<file path="config.mk">
export PLATFORM = sky130hd
export DESIGN_NAME = dunit_reg_dump
export DESIGN_NICKNAME = d
export VERILOG_FILES = /design/src/rtl/dunit_reg_dump.sv
export SDC_FILE = /design/constraint.sdc
export NUM_CORES = 1
export LEC_CHECK = 0
export CAP_MARGIN = 30
export CORE_AREA = 2 2 73 75
export CTS_CLUSTER_DIAMETER = 120
export DETAILED_ROUTE_END_ITERATION = 10
export DIE_AREA = 0 0 75 77
export PLACE_DENSITY_LB_ADDON = 0.1
export REMOVE_ABC_BUFFERS = 1
export SETUP_SLACK_MARGIN = 0.3
export SYNTH_ARGS = -nofsm -noshare
export SYNTH_HDL_FRONTEND = slang
export SYNTH_SLANG_ARGS = --single-unit
</file>
<file path="constraint.sdc">
create_clock -name i_clk -period 2.1 [get_ports i_clk]
set_clock_uncertainty 0.15 [all_clocks]
set_input_delay 0.63 -clock i_clk [delete_from_list [all_inputs] [get_ports i_clk]]
set_output_delay 0.63 -clock i_clk [all_outputs]
set_load 0.05 [all_outputs]
</file>
<file path="src/rtl/dunit_reg_dump.sv">
// Debug-unit register dump: freezes the pipeline and streams all 32 registers MSB byte first to a UART.
// Optional macro DUNIT_PC_DUMP_EN appends the 4 PC bytes after register 31.
module dunit_reg_dump #(
    parameter int NB_REG  = 32,
    parameter int NB_ADDR = 5,
    parameter int NB_BYTE = 8
) (
    input  logic               i_clk,
    input  logic               i_reset,
    input  logic               i_start,
    output logic               o_dunit_clk_en,
    output logic [NB_ADDR-1:0] o_dunit_reg_addr,
    input  logic [NB_REG-1:0]  i_dunit_reg_data,
    input  logic [NB_REG-1:0]  i_pc,
    output logic [NB_BYTE-1:0] o_tx_data,
    output logic               o_tx_valid,
    input  logic               i_tx_ready,
    output logic               o_busy,
    output logic               o_done
);

    localparam int BYTES = NB_REG / NB_BYTE;
    localparam int CNT_W = (BYTES > 1) ? $clog2(BYTES) : 1;

    typedef enum logic [2:0] {
        IDLE,
        LOAD,
        SEND,
`ifdef DUNIT_PC_DUMP_EN
        PC_LOAD,
`endif
        DONE
    } state_t;

    state_t             state;
    state_t             next_state;
    logic [NB_REG-1:0]  shift_reg;
    logic [CNT_W-1:0]   byte_cnt;
    logic [NB_ADDR-1:0] addr;
    logic               xfer;
    logic               last_byte;
    logic               last_reg;

`ifdef DUNIT_PC_DUMP_EN
    logic               pc_phase;
`else
    logic               unused_pc;
    assign unused_pc = ^i_pc;
`endif

    assign xfer      = (state == SEND) && i_tx_ready;
    assign last_byte = (byte_cnt == CNT_W'(BYTES - 1));
    assign last_reg  = (addr == '1);

    always_ff @(posedge i_clk or posedge i_reset) begin
        if (i_reset) begin
            state <= IDLE;
        end else begin
            state <= next_state;
        end
    end

    always_comb begin
        next_state = state;
        unique case (state)
            IDLE:    if (i_start) next_state = LOAD;
            LOAD:    next_state = SEND;
            SEND: begin
                if (xfer && last_byte) begin
`ifdef DUNIT_PC_DUMP_EN
                    if (pc_phase)      next_state = DONE;
                    else if (last_reg) next_state = PC_LOAD;
                    else               next_state = LOAD;
`else
                    if (last_reg) next_state = DONE;
                    else          next_state = LOAD;
`endif
                end
            end
`ifdef DUNIT_PC_DUMP_EN
            PC_LOAD: next_state = SEND;
`endif
            DONE:    next_state = IDLE;
            default: next_state = IDLE;
        endcase
    end

    // Address is cleared on the final transfer so it already reads 0 in DONE.
    always_ff @(posedge i_clk or posedge i_reset) begin
        if (i_reset) begin
            shift_reg <= '0;
            byte_cnt  <= '0;
            addr      <= '0;
`ifdef DUNIT_PC_DUMP_EN
            pc_phase  <= 1'b0;
`endif
        end else begin
            case (state)
                LOAD: begin
                    shift_reg <= i_dunit_reg_data;
                    byte_cnt  <= '0;
                end
`ifdef DUNIT_PC_DUMP_EN
                PC_LOAD: begin
                    shift_reg <= i_pc;
                    byte_cnt  <= '0;
                    pc_phase  <= 1'b1;
                end
`endif
                SEND: begin
                    if (xfer) begin
                        shift_reg <= shift_reg << NB_BYTE;
                        byte_cnt  <= byte_cnt + CNT_W'(1);
                        if (last_byte) begin
`ifdef DUNIT_PC_DUMP_EN
                            if (pc_phase) begin
                                addr     <= '0;
                                pc_phase <= 1'b0;
                            end else if (!last_reg) begin
                                addr <= addr + NB_ADDR'(1);
                            end
`else
                            if (last_reg) addr <= '0;
                            else          addr <= addr + NB_ADDR'(1);
`endif
                        end
                    end
                end
                default: ;
            endcase
        end
    end

    always_comb begin
        o_busy           = (state != IDLE);
        o_dunit_clk_en   = (state == IDLE) || (state == DONE);
        o_tx_valid       = (state == SEND);
        o_tx_data        = (state == SEND) ? shift_reg[NB_REG-1 -: NB_BYTE] : '0;
        o_done           = (state == DONE);
        o_dunit_reg_addr = addr;
    end

endmodule

</file>
==> run_results.csv <==
group,metric,value,unit
clock_network,clk_latency,290,ps
job,drv_cap,0,
clock_network,cts_hold_buf,0,
grt,antenna_found_initial,0,
setup_path,crit_type,"reg -> out",
power,p_switching,1860,uW
clock_network,clkTransAtPathRegs,80,ps
routing,first_pass_iters,4,
power,ir_drop,1.20,mV
clock_network,clock-sinks,41,
synth,netlist_area,2060,um2
power,p_leak,0.00158,uW
sta,worst_slew_pin_slew,370,ps
power,switching_share,37.1,%
sta,period_share,102,%
place,place_congestion,0.786,
sta,setup_ws,-40.6,ps
cells_and_area,layout_commonest_cell,"dfrtp_1",
routing,dr_total_vias,1801,
synth,syn_area_per_cell,10.3,um2
synth,yosysWarnings,0,
routing,drc,0,
grt,grt_pass1_wl,7.62,mm
setup_path,crit_top_cell,"buf_12",
cells_and_area,area.sequential,1030,um2
synth,synth-seq-cells,41,
setup_path,cp_cell_sequence,"inv_2 -> ha_4 -> buf_12 -> and2_4 -> buf_12",
clock_network,cts_htree_levels,2,
sta,finalHoldViolCount,0,
cells_and_area,insertedDiodeCount,0,
power,pwr-share-comb,63.3,%
cells_and_area,multi_input_area,1110,um2
sta,finalMaxSlewViolations,0,
grt,grt_overflow,0,
synth,synth_top_area_share,49.8,%
place,dpl_cell_area,2930,um2
cells_and_area,nets,370,
power,p_int,3150,uW
grt,grtUsageMet1,23.0,%
grt,gr-usage-all-layers,16.8,%
synth,yosys-top-cells-area,"dfrtp_1 50%, mux2i_1 16%, nand2_1 6.4%",
cells_and_area,largest_register_ffs,32,
floorplan,start_util,41.4,%
cells_and_area,fillers,358,
floorplan,io_pins,85,
floorplan,die_h,77,um
synth,synth-seq-area-share,49.8,%
power,cellPowerDensity,1420,nW/um2
cells_and_area,final_cell_mix,"41 x dfrtp_1, 35 x nand2_1, 34 x clkdlybuf4s50_1, 32 x mux2i_1, 30 x buf_4",
routing,ant_nets,0,
hold_path,min_path_cells,2,
floorplan,core-area,4980,um2
setup_path,cp_max_fo,7,
floorplan,design.die.area,5780,um2
power,pwr-share-clk,10.1,%
sta,hold_slack,331,ps
sta,rsz0062_at_grt,"yes",
sta,finalSetupViolCount,9,
clock_network,cts.path.max_buffers,2,
clock_network,cts_made_buffers,5,
cells_and_area,drive_gt1_share,35.3,%
cells_and_area,area_growth,71.9,%
routing,drt_iter0_drc,109,
sta,relSlewSlack,75.3,%
run_status,status,"finished, violations left",
synth,synth_edf_count,0,
setup_path,start_kind,"flop",
grt,gr-usage-met2,26.4,%
floorplan,die_w,75,um
routing,wl_per_cell,14.2,um
floorplan,placementRows,26,
cells_and_area,final_area,3540,um2
grt,busiest_layer,"met2",
synth,ys_types,26,
routing,viasPerCell,4.93,
grt,grt_pass1_vias,1681,
place,place_hpwl,2.81,mm
sta,fmax,467,MHz
setup_path,arrival,1360,ps
synth,ys.flop_type,"dfrtp_1",
run_status,violations,"negative setup slack",
place,port_buffers,52,
setup_path,reg2regPathDepth,9,
sta,fin_crit,2140,ps
routing,drt-total-wl,5.19,mm
synth,netlist_instances,199,
grt,grt_max_degree,42,
hold_path,hp-class,"reg -> reg",
grt,grtUsageMet3,4.20,%
synth,yosys.area.top_type,"dfrtp_1",
synth,async_flop_share,100,%
power,p_seq_share,26.7,%
setup_path,cp_slowest_cell,"dfrtp_1",
setup_path,endpoint_kind,"primary output",
clock_network,cts_root_buf,"clkbuf_8",
clock_network,tritoncts,"yes",
setup_path,crit_required,1320,ps
setup_path,slowest_delay,400,ps
[power groups by stage]
| stage | Sequential [uW] | Clock, uW | Combinational [uW] |
|---|---|---|---|
| 6_report | 1340 | 505 | 3170 |
| 5_1_grt | 1380 | 550 | 3410 |
| 4_1_cts | 1320 | 512 | 2470 |
| 3_5_place_dp | 1330 | 0 | 2180 |
| 3_3_place_gp | 1320 | 0 | 2160 |
| 2_1_floorplan | 1330 | 0 | 1240 |
[worst max-delay path, delay by kind of cell (launching register included)]
kind,cells,cell delay [ps]
AND/OR/NAND/NOR,1,140
buffers and inverters,3,350
flip-flops,1,400
adder cells (fa/ha/maj),1,170
[cell usage after synthesis (all sizes together), types with 3 or more instances]
library cell,count
inv,5
o22ai,8
mux2i,33
ha,8
clkbuf,4
buf,9
o21ai,29
nand2,35
dfrtp,41
nand3,3
and2,8
[through the flow]
| stage | util (%) | instances | setup slack, ps | power, uW | TNS (ps) |
|---|---|---|---|---|---|
| CTS | 64.3 | 348 | -11.6 | 4310 | -105 |
| detailed placement | 58.8 | 325 | -68.9 | 3510 | -120 |
| global route | 71.1 | 365 | -86.7 | 5340 | -1580 |
| floorplan | - | 186 | -2580 | 2570 | -92370 |
| finish | 71.1 | 365 | -40.6 | 5020 | -300 |
| global placement | 58.8 | 325 | -87.5 | 3470 | -202 |
[metal layers]
layer	vias up	routed length, um
li1	890	-
met1	860	2330
met2	42	2530
met3	9	235
met4	0	97
met5	-	0
[final timing paths]
path | start | end | slack (ps)
min | shift_reg[13]$_DFFE_PP0P_ | shift_reg[13]$_DFFE_PP0P_ | 330
max in group asynchronous | i_reset | state[1]$_DFFE_PP0P_ | 1070
max reg2reg | state[1]$_DFFE_PP0P_ | byte_cnt[1]$_DFFE_PP0P_ | 0
max | state[0]$_DFFE_PP0P_ | o_tx_data[4] | -40
min in group asynchronous | i_reset | shift_reg[24]$_DFFE_PP0P_ | 520
min reg2reg | shift_reg[13]$_DFFE_PP0P_ | shift_reg[13]$_DFFE_PP0P_ | 330
[area by class of cell]
class / count / share of cell area [%]
Timing Repair Buffer: 101 / 34.3
Clock buffer: 6 / 2.05
Inverter: 5 / 0.672
Sequential cell: 41 / 29.0
Clock inverter: 2 / 0.283
Multi-Input combinational cell: 140 / 31.3
Tap cell: 70 / 2.48
[logic make-up (layout without fill, tap and decap cells)]
group           count (synthesis)  in the layout  synth area share [%]
compound gates                 43             43                  11.9
simple gates                   54             54                  12.3
buf+inv                        18            114                  3.95
flops                          41             41                  49.8
mux                            35             35                  17.1
fa+ha+maj                       8              8                  4.86
[repair_timing]
| action | 4_1_cts | 5_1_grt |
|---|---|---|
| gates cloned | 0 | 6 |
| setup endpoints to repair | 17 | 50 |
| buffers inserted | 15 | 11 |
| gates resized for setup | 24 | 35 |
| endpoints found under the hold margin | 0 | 0 |
| pin swaps | 12 | 7 |
Note: power is estimated with default switching activity, not from simulation.
